<file path="src/rtl/sin_tone_gen_pkg.sv">
// Shared definitions for the two-voice sine tone generator: default widths,
// FSM state encoding, table full-scale value and small lookup helpers.
package sin_tone_gen_pkg;

  localparam int PHASE_W_DEF = 16;
  localparam int LUT_AW_DEF  = 6;
  localparam int MAG_W       = 14;
  localparam int SAMPLE_W    = 16;

  // Full-scale quarter-wave magnitude (top table entry).
  localparam logic [MAG_W-1:0] LUT_MAG_MAX = 14'd16383;

  typedef enum logic [1:0] {
    IDLE  = 2'd0,
    LOOK1 = 2'd1,
    LOOK2 = 2'd2,
    HOLD  = 2'd3
  } state_e;

  // Quadrants 1 and 3 run the quarter table backwards; 63-a equals ~a.
  function automatic logic [LUT_AW_DEF-1:0] fold_addr(input logic [1:0]            quad,
                                                      input logic [LUT_AW_DEF-1:0] a);
    return quad[0] ? ~a : a;
  endfunction

  // Applies the half-wave sign and the mute to a table magnitude.
  function automatic logic signed [SAMPLE_W-1:0] signed_voice(input logic [1:0]       quad,
                                                              input logic [MAG_W-1:0] mag,
                                                              input logic             mute);
    logic signed [SAMPLE_W-1:0] v;
    v = signed'({{(SAMPLE_W-MAG_W){1'b0}}, mag});
    if (mute) begin
      v = '0;
    end else if (quad[1]) begin
      v = -v;
    end
    return v;
  endfunction

endpackage

</file>
<file path="src/rtl/sin_tone_gen_quarter_lut.sv">
// Quarter-wave sine magnitude ROM: 64 entries of 14 bits, sampled at the
// centre of each address bin; the last entry is exact full scale.
module sine_quarter_lut
  import sin_tone_gen_pkg::*;
(
  input  logic [LUT_AW_DEF-1:0] addr,
  output logic [MAG_W-1:0]      mag
);

  // NOTE: a constant ROM holds no state, so it has no clock and no reset.
  localparam logic [MAG_W-1:0] ROM [0:63] = '{
    14'd201,   14'd603,   14'd1005,  14'd1406,  14'd1806,  14'd2205,  14'd2603,  14'd2999,
    14'd3393,  14'd3785,  14'd4175,  14'd4563,  14'd4948,  14'd5330,  14'd5708,  14'd6083,
    14'd6455,  14'd6822,  14'd7186,  14'd7545,  14'd7900,  14'd8249,  14'd8594,  14'd8934,
    14'd9268,  14'd9597,  14'd9920,  14'd10237, 14'd10548, 14'd10852, 14'd11150, 14'd11441,
    14'd11726, 14'd12003, 14'd12273, 14'd12536, 14'd12791, 14'd13038, 14'd13278, 14'd13509,
    14'd13733, 14'd13948, 14'd14154, 14'd14353, 14'd14542, 14'd14723, 14'd14895, 14'd15058,
    14'd15212, 14'd15356, 14'd15492, 14'd15618, 14'd15735, 14'd15842, 14'd15940, 14'd16028,
    14'd16106, 14'd16175, 14'd16234, 14'd16283, 14'd16323, 14'd16352, 14'd16372, LUT_MAG_MAX
  };

  assign mag = ROM[addr];

endmodule

</file>
<file path="src/rtl/sin_tone_gen.sv">
// Two-voice sine tone generator. Each sample tick advances both phase
// accumulators, looks each voice up through one shared quarter-wave ROM over
// two cycles, and presents the sum with a valid/ready handshake.
module sin_tone_gen
  import sin_tone_gen_pkg::*;
#(
  parameter int PHASE_W = PHASE_W_DEF,
  parameter int LUT_AW  = LUT_AW_DEF
) (
  input  logic                       iCLK,
  input  logic                       iRST_N,
  input  logic                       iSin_CLK,
  input  logic                       isound_off1,
  input  logic                       isound_off2,
  input  logic [PHASE_W-1:0]         iStep1,
  input  logic [PHASE_W-1:0]         iStep2,
  output logic signed [SAMPLE_W-1:0] oSample,
  output logic                       oSample_valid,
  input  logic                       iSample_ready,
  output logic                       oOverrun
);

  localparam int IDX_W = LUT_AW + 2;

  logic                       s1, s2, s3;
  logic                       tick;
  state_e                     state;
  logic [PHASE_W-1:0]         phase1, phase2;
  logic                       mute1, mute2;
  logic signed [SAMPLE_W-1:0] voice1_q;

  logic [PHASE_W-1:0]         lk_phase;
  logic                       lk_mute;
  logic [IDX_W-1:0]           lk_idx;
  logic [1:0]                 lk_quad;
  logic [LUT_AW-1:0]          lk_addr;
  logic [MAG_W-1:0]           lk_mag;
  logic signed [SAMPLE_W-1:0] lk_voice;

  // Bring the sample-rate clock into the iCLK domain; s2/s3 form the edge detector.
  always_ff @(posedge iCLK or negedge iRST_N) begin
    if (!iRST_N) begin
      s1 <= 1'b1;
      s2 <= 1'b1;
      s3 <= 1'b1;
    end else begin
      s1 <= iSin_CLK;
      s2 <= s1;
      s3 <= s2;
    end
  end

  assign tick = s2 & ~s3;

  // Pick which voice uses the shared ROM: voice 2 in LOOK2, voice 1 otherwise.
  // NOTE: every always_comb output gets a default first so no latch is inferred.
  always_comb begin
    lk_phase = phase1;
    lk_mute  = mute1;
    if (state == LOOK2) begin
      lk_phase = phase2;
      lk_mute  = mute2;
    end
  end

  assign lk_idx   = lk_phase[PHASE_W-1 -: IDX_W];
  assign lk_quad  = lk_idx[IDX_W-1 -: 2];
  assign lk_addr  = fold_addr(lk_quad, lk_idx[LUT_AW-1:0]);
  assign lk_voice = signed_voice(lk_quad, lk_mag, lk_mute);

  sine_quarter_lut u_lut (
    .addr (lk_addr),
    .mag  (lk_mag)
  );

  // Sample sequencer: advance phases, look up both voices, mix and hold for the consumer.
  // NOTE: non-blocking assignments so every register sees the pre-edge values.
  always_ff @(posedge iCLK or negedge iRST_N) begin
    if (!iRST_N) begin
      state         <= IDLE;
      phase1        <= '0;
      phase2        <= '0;
      mute1         <= 1'b0;
      mute2         <= 1'b0;
      voice1_q      <= '0;
      oSample       <= '0;
      oSample_valid <= 1'b0;
      oOverrun      <= 1'b0;
    end else begin
      if (tick && (state != IDLE)) begin
        oOverrun <= 1'b1;
      end
      case (state)
        IDLE: begin
          if (tick) begin
            phase1 <= phase1 + iStep1;
            phase2 <= phase2 + iStep2;
            mute1  <= isound_off1;
            mute2  <= isound_off2;
            state  <= LOOK1;
          end
        end
        LOOK1: begin
          voice1_q <= lk_voice;
          state    <= LOOK2;
        end
        LOOK2: begin
          oSample       <= voice1_q + lk_voice;
          oSample_valid <= 1'b1;
          state         <= HOLD;
        end
        HOLD: begin
          if (iSample_ready) begin
            oSample_valid <= 1'b0;
            state         <= IDLE;
          end
        end
        default: state <= IDLE;
      endcase
    end
  end

endmodule

</file>
<file path="config.mk">
export PLATFORM = sky130hd
export DESIGN_NAME = sin_tone_gen
export DESIGN_NICKNAME = d
export VERILOG_FILES = /design/src/rtl/sin_tone_gen_pkg.sv /design/src/rtl/sin_tone_gen_quarter_lut.sv /design/src/rtl/sin_tone_gen.sv
export SDC_FILE = /design/constraint.sdc
export NUM_CORES = 1
export LEC_CHECK = 0
export BUFFER_PORTS_ARGS = -buffer_cell sky130_fd_sc_hd__clkbuf_2
export CORE_MARGIN = 4
export CORE_UTILIZATION = 60
export DETAILED_ROUTE_END_ITERATION = 12
export GPL_ROUTABILITY_DRIVEN = 0
export HOLD_SLACK_MARGIN = 0.03
export MAX_ROUTING_LAYER = met4
export PLACE_DENSITY = 0.91
export SYNTH_ARGS = -nofsm -noshare
export SYNTH_HDL_FRONTEND = slang
export SYNTH_SLANG_ARGS = --single-unit
</file>
<file path="constraint.sdc">
create_clock -name iCLK -period 13.9 [get_ports iCLK]
set_input_delay 0.695 -clock iCLK [delete_from_list [all_inputs] [get_ports iCLK]]
set_output_delay 0.695 -clock iCLK [all_outputs]
set_load 0.01 [all_outputs]
</file>
==> results.md, run 1 <==
Worst hold path:
- The min-delay analysis places its worst path in the category flop to flop.
- The startpoint identified for the worst hold timing path is s1.
- The worst hold path cell count is 0.
- For hold timing, the worst endpoint is s2.

Cells and area:
- 0 antenna diodes ended up in the layout.
- The most common library cell in the layout ignoring fill and taps is sky130_fd_sc_hd__nand2_1.
- From synthesis to final layout, the design area changed by 7.09%.
- The share of layout cells above drive strength 1 is 15.3%.
- The library cells used most frequently in the layout, excluding fill and tap cells, are 88 x sky130_fd_sc_hd__nand2_1, 70 x sky130_fd_sc_hd__dfrtp_1, 66 x sky130_fd_sc_hd__nor2_1.
- Summing all non-filler instances in the final layout gives an area of 7140 sq um.
- The number of nets at the end of the flow is 916.
- The number of filler cells placed in the layout is 848.

Critical path:
- At the worst endpoint, the arrival time is 7.85 ns.
- In this run the critical register-to-register path is launched from state[0].
- Across all register-to-register paths, the minimum setup slack is 6.32 ns.
- The worst setup path is launched from a flop.
- The critical path class is flop to flop.
- Traced cell by cell, the critical path runs through inv_1, ha_1, mux2i_2, xor2_4, buf_4, inv_2, nor2_1, o21ai_1, a21oi_1, a22o_1, inv_1, ha_1, nand2_1, a21oi_1, ha_1, a21o_1, a21o_1, a2111oi_0, o211ai_1, a31o_2, a21oi_1, o21ai_1, a311o_1, or3_1.
- In this design, the stage delay of the slowest critical-path cell is 0.93 ns.
- In this run the worst path has a maximum fanout of 34.
- For the worst flop-to-flop path, the logic depth is 24.
- The endpoint identified for the worst register-to-register timing path is oSample[15].
- At the worst endpoint, the required time is 14.16 ns.
- The slowest stage of the critical path belongs to the cell sky130_fd_sc_hd__a2111oi_0.
- The kind of end point of the critical path is a flop.

CTS:
- The CTS clock-pin slew for the worst setup and hold paths is 0.09 ns.
- The clock latency of the later-clocked register in the worst-skew pair is 0.38 ns.
- TritonCTS created 9 clock buffers.
- The number of H-tree levels is 3.
- Hold repair after CTS inserted 0 buffers.
- The number of setup buffers added after CTS is 0.
- The CTS root buffer is sky130_fd_sc_hd__clkbuf_8.
- In this run, post-CTS repair resized a total of 0 instances.
- The CTS tree is yes.
- The longest clock path from root to sink contains 2 buffers.
- For this design, the sink count on the clock tree is 73.

Detailed routing:
- The first routing iteration left 616 violations.
- The average vias per placed instance is 6.40.
- The count of nets left with antenna violations once routing finished came out at 0.
- The vias after detailed routing is 6135.
- The first detailed-routing pass took 5 iterations.
- Dividing the detail-routed wire length by the instance count gives 17.0 um.
- The final layout contains routed wiring with a total length of 16.3 mm.
- In the routed design, unresolved DRC markers number 0.

GRT:
- The number of global-route vias before repair is 5833.
- The overall global routing resource usage is 26.7%.
- The global routing's busiest layer is met2.
- Global routing used 33.8% of the available met1 tracks.
- The global-route wire length before repair is 27.6 mm.
- For this run, global-route usage on met2 was measured as 42.4%.
- The initial antenna violation count is 0.
- The met3 routing resource usage after global routing is 5.15%.
- For this run the aggregate overflow at the end of global routing stands at 0.
- The largest net degree at the start of global routing is 74.

Yosys:
- The proportion of synthesized chip area in sequential cells is 27.4%.
- The number of distinct library cells after synthesis is 76.
- The number of synthesized flops with an enable pin is 0.
- The total of flip-flops plus latches after synthesis is 73.
- The share of async-settable or async-resettable flops after synthesis is 100%.
- The count of synthesis-stage warnings from yosys is 0.
- The post-synthesis area per instance is 8.50 sq um.
- The most frequently used flop master after synthesis is sky130_fd_sc_hd__dfrtp_1.
- The number of nets produced by synthesis is 887.
- The fraction of synthesized cell area taken by the top area cell type is 26.3%.
- The synthesized instance count is 785.
- In the post-synthesis netlist, the biggest area contributors are sky130_fd_sc_hd__dfrtp_1 26%, sky130_fd_sc_hd__ha_1 11%, sky130_fd_sc_hd__nand2_1 5.0%.
- The mapped netlist covers 6670 sq um.
- The cell type with the highest aggregate area in the netlist is sky130_fd_sc_hd__dfrtp_1.

Timing:
- The number of setup violations in the final report is 0.
- After routing, the total negative slack on setup checks comes to 0 ns.
- The minimum period implied by the final worst setup slack is 7.58 ns.
- The clock arrives with 0.0157 ns of skew.
- The number of max-slew violations in the final report is 0.
- The slew at the pin closest to its max-slew limit is 1.03 ns.
- The top achievable clock speed is 0.132 GHz.
- The total count of hold-check failures in the final report is 0.
- Setup repair after global routing left no endpoint under its margin.
- The final worst-path cycle share is 54.5%.
- The remaining max-slew budget at the tightest pin is 29.9%.

Run:
- Max-cap violations in this run came to 0.

Placed design:
- The HPWL reported at the end of detailed placement is 11.6 mm.
- The count of input and output buffers is 55.
- The cell area after placement is 6970 sq um.

Die:
- The width of the chip is 113 um.
- Pin placement for this block handled 56 I/O pins.
- The floorplan step defined a die boundary enclosing 12900 sq um.
- The number of placement rows is 38.
- The effective utilization at floorplan is 61.5%.
- The floorplan die height is 113 um.
- The placeable core region is 10800 sq um.

Status:
- The flow ran to the end, and the final reports show no timing, DRC or antenna violations.
[worst max-delay path: cells and delay by family (launching register included)]
kind | cells | cell delay [ns]
compound gates | 12 | 3.44
fa+ha+maj | 3 | 1.33
buf+inv | 4 | 0.91
simple gates | 3 | 0.74
mux | 1 | 0.46
flops | 1 | 0.42
xor+xnor | 1 | 0.16
[area by class of cell]
| class | instances | area, sq um | area share, % |
|---|---|---|---|
| clock inverters | 7 | 45.0 | 0.631 |
| well taps | 140 | 175 | 2.45 |
| clock buffers | 9 | 124 | 1.73 |
| flip-flops and latches | 73 | 1830 | 25.6 |
| multi-input cells | 634 | 4510 | 63.2 |
| inverters | 35 | 131 | 1.84 |
| repair buffers | 61 | 323 | 4.52 |
[flip-flops by register name, summed over array words and instances, names as in the netlist, 2 cells and up]
register	count
phase1	16
phase2	16
voice1_q	16
oSample	16
state	2
[cell usage after synthesis (6+ instances only)]
cell,count
sky130_fd_sc_hd__o21ai_1,6
sky130_fd_sc_hd__mux2_2,23
sky130_fd_sc_hd__dfrtp_1,70
sky130_fd_sc_hd__o21ai_0,56
sky130_fd_sc_hd__and3_1,6
sky130_fd_sc_hd__a21oi_1,39
sky130_fd_sc_hd__a21boi_0,9
sky130_fd_sc_hd__nor3_1,19
sky130_fd_sc_hd__xnor2_1,25
sky130_fd_sc_hd__buf_2,11
sky130_fd_sc_hd__nand3_1,20
sky130_fd_sc_hd__a21o_1,10
sky130_fd_sc_hd__inv_1,32
sky130_fd_sc_hd__nand2b_1,7
sky130_fd_sc_hd__mux2i_1,16
sky130_fd_sc_hd__ha_1,61
sky130_fd_sc_hd__a31oi_1,7
sky130_fd_sc_hd__nand2_1,88
sky130_fd_sc_hd__clkbuf_1,22
sky130_fd_sc_hd__o31ai_1,20
sky130_fd_sc_hd__nor2_1,66
sky130_fd_sc_hd__nor3b_1,6
sky130_fd_sc_hd__a211oi_1,12
sky130_fd_sc_hd__xor2_1,20
sky130_fd_sc_hd__o31a_1,6
[how the worst max path moves through the flow]
stage	slack [ns]	start	cells after the start	endpoint
2_1_floorplan	7.83	state[0]	26	oSample[15]
3_3_place_gp	6.91	state[0]	24	oSample[15]
3_5_place_dp	6.68	state[0]	24	oSample[15]
4_1_cts	6.39	state[0]	24	oSample[15]
5_1_grt	5.69	state[0]	23	oSample[15]
6_report	6.32	state[0]	24	oSample[15]
[per-stage QoR]
step | worst slack, ns | std cells | utilization (%) | hold WS (ns)
after floorplan | 7.83 | 785 | - | 0.345
after global placement | 6.91 | 943 | 64.3 | 0.346
after detailed placement | 6.68 | 943 | 64.3 | 0.351
after CTS | 6.39 | 959 | 65.9 | 0.367
after global routing | 5.69 | 959 | 65.9 | 0.367
final | 6.32 | 959 | 65.9 | 0.359
[logic make-up after synthesis]
logic type	count (synthesis)	share of synthesized area (%)
simple gates	245	17.2
compound gates	235	24.0
buf+inv	78	5.05
flops	73	27.4
fa+ha+maj	64	12.3
xor+xnor	47	6.57
mux	43	7.37
[per-layer routing]
layer	vias to the layer above	part of all wire, %	routed length, um
li1	2929	-	-
met1	2855	42	6920
met2	295	47	7750
met3	56	7.1	1150
met4	0	3.2	517
met5	-	0	0
Power of run 1 is left out: the tool's default activity adds up to more than one toggle a clock period on the data nets, which glitch-free logic cannot reach.
==> inputs of run 2 (changes only) <==
Settings changed: CORE_UTILIZATION 60 to 56, PLACE_DENSITY 0.91 to 0.89.
Clock period 13.9 ns to 6.5 ns, I/O delays scaled along.
==> run 2 against run 1 <==
Flip-flop and latch count stayed put. Global-route usage shrank 0.53 points. Die area up 6.6%. Final area increased by 5.7%. Sequential share of layout area decreased by 1.4 points. Fmax increased by 22%.
==> results.md, run 2 (synthesis gave the netlist of run 1 again) <==
Cells and area:
- The number of nets at the end of the flow is 934 (was 916).
- Highest-count cells in the layout ignoring fill and taps: 88 x sky130_fd_sc_hd__nand2_1, 70 x sky130_fd_sc_hd__dfrtp_1, 64 x sky130_fd_sc_hd__nor2_1 (was 88 x sky130_fd_sc_hd__nand2_1, 70 x sky130_fd_sc_hd__dfrtp_1, 66 x sky130_fd_sc_hd__nor2_1).
- The utilization of the core after routing is 65.5% (was 65.9%).
- The area added between synthesis and finish is 13.2% (was 7.09%).
- The number of antenna diodes came to 0 (unchanged).
- The share of layout cells above drive strength 1 is 17.9% (was 15.3%).
- The most common library cell in the layout ignoring fill and taps is sky130_fd_sc_hd__nand2_1 (unchanged).

Detailed routing:
- The DRC violation count after routing was 0 (unchanged).
- The vias after detailed routing came to 6276 (was 6135).
- The initial detailed-routing violation count is 514 (was 616).
- The average vias per placed instance was 6.40 (about the same).
- The count of antenna-violating nets left after detailed routing came to 0 (unchanged).
- The average wire per cell in the routed design is 17.5 um (was 17.0 um).
- The final routed wirelength across all metal layers is 17.2 mm (was 16.3 mm).
- The first-pass iteration count of the detailed router is 5 (unchanged).

Timing:
- The minimum period implied by the final worst setup slack is 6.23 ns (was 7.58 ns).
- The total negative slack for setup checks is 0 ns (unchanged).
- The top achievable clock speed is 0.161 GHz (was 0.132 GHz).
- The clock tree skew after final layout is 0.0111 ns (was 0.0157 ns).
- The number of setup violations in the final report is 0 (unchanged).
- The final worst-path cycle share came to 95.8% (was 54.5%).
- The slew at the pin closest to its max-slew limit is 0.951 ns (was 1.03 ns).
- The remaining max-slew budget at the tightest pin is 36.6% (was 29.9%).
- The total count of hold-check failures in the final report is 0 (unchanged).
- The number of max-slew violations in the final report is 0 (unchanged).

Worst hold path:
- The critical hold path startpoint is iSin_CLK (was s1).
- The worst min-delay path category is input pin to flop (was flop to flop).

Critical path:
- The buffer and inverter count on the worst path was 5 (was 4).
- The largest delay contributor family on the critical path is compound AO/OA/AOI/OAI gates (unchanged).
- The maximum cell stage delay along the critical path was 0.52 ns (was 0.93 ns).
- The kind of end point of the critical path is a flop (unchanged).
- The worst setup path startpoint is state[0] (unchanged).
- The critical path launch point type was a flop (unchanged).
- The reg-to-reg critical path startpoint is state[0] (unchanged).
- Counting stages on the worst path, the most repeated cell is sky130_fd_sc_hd__a21oi_1.
- The required arrival time at the worst endpoint is 6.72 ns (was 14.16 ns).
- The critical path class was flop to flop (unchanged).
- The arrival time at the worst endpoint is 6.45 ns (was 7.85 ns).
- The highest-delay cell along the critical path is sky130_fd_sc_hd__a2111oi_0 (unchanged).
- The highest fanout seen on the critical path is 33 (was 34).

Die:
- The top-level I/O count is 56 (unchanged).
- The number of placement rows is 39 (was 38).
- The placeable core region was 11500 sq um (was 10800 sq um).
- The effective utilization at floorplan was 57.9% (was 61.5%).
- The floorplan die height is 117 um (was 113 um).
- The die outline area is 13700 sq um (was 12900 sq um).
- The width of the chip came to 117 um (was 113 um).

CTS:
- The total of hold buffers inserted after clock tree synthesis is 0 (unchanged).
- The CTS clock-pin slew for the worst setup and hold paths is 0.06 ns (was 0.09 ns).
- The deepest clock path buffer count is 2 (unchanged).
- The number of H-tree levels is 3 (unchanged).
- The CTS root buffer was sky130_fd_sc_hd__clkbuf_16 (was sky130_fd_sc_hd__clkbuf_8).
- The clock latency of the later-clocked register in the worst-skew pair is 0.35 ns (was 0.38 ns).
- The CTS tree is yes (unchanged).
- The number of clock buffers inserted by TritonCTS is 9 (unchanged).
- The number of sinks on the clock net is 73 (unchanged).

GRT:
- The number of global-route vias before repair came to 6034 (was 5833).
- The initial antenna violation count is 0 (unchanged).
- The aggregate global routing overflow was 0 (unchanged).
- The largest net degree at the start of global routing was 74 (unchanged).
- The overall global routing resource usage is 26.2% (was 26.7%).
- The global-route wire length before repair came to 28.3 mm (was 27.6 mm).

Run:
- The number of max-capacitance violations reported was 0 (unchanged).

Status:
- Run status: finished, final reports clean (unchanged).

Placed design:
- The HPWL reported at the end of detailed placement was 11.8 mm (was 11.6 mm).
- The count of input and output buffers is 55 (unchanged).
run 2: per-stage QoR:
step           std cells  cell area (sq um)  hold slack (ns)  setup slack [ns]
6_report             980               7550           0.0680             0.272
3_5_place_dp         958               7060            0.348             0.301
5_1_grt              980               7550           0.0632           -0.0277
2_1_floorplan        785               6670           0.0294             0.430
4_1_cts              974               7410           0.0612             0.180
3_3_place_gp         958               7060            0.348             0.463
run 2: final cells by class:
| type | count | area [sq um] |
|---|---|---|
| clock inverters | 7 | 124 |
| well taps | 143 | 179 |
| repair buffers | 79 | 474 |
| flip-flops and latches | 73 | 1830 |
| multi-input cells | 634 | 4580 |
| inverters | 35 | 134 |
| clock buffers | 9 | 225 |
| fillers | 884 | 3970 |
run 2: final timing paths:
path / end / slack [ns] / cells past startpoint
max: oSample[15] / 0.27 / 25
min: s1 / 0.07 / 1
max reg2reg: oSample[15] / 0.27 / 25
min reg2reg: s2 / 0.36 / 0
max in group asynchronous: phase1[2] / 5.75 / 1
min in group asynchronous: voice1_q[13] / 0.10 / 1
run 2: timing repair:
action	in CTS	in global routing
buffers inserted	0	6
gates resized for setup	0	18
setup endpoints to repair	0	2
run 2: per-layer routing:
| layer | vias to the layer above | track usage, % | wire [um] |
|---|---|---|---|
| met5 | - | - | 0 |
| met3 | 71 | 5.71 | 1310 |
| li1 | 2963 | - | - |
| met2 | 311 | 42.5 | 8400 |
| met1 | 2931 | 31.8 | 6820 |
| met4 | 0 | 10.6 | 655 |
Power of run 2 is left out for the same reason.
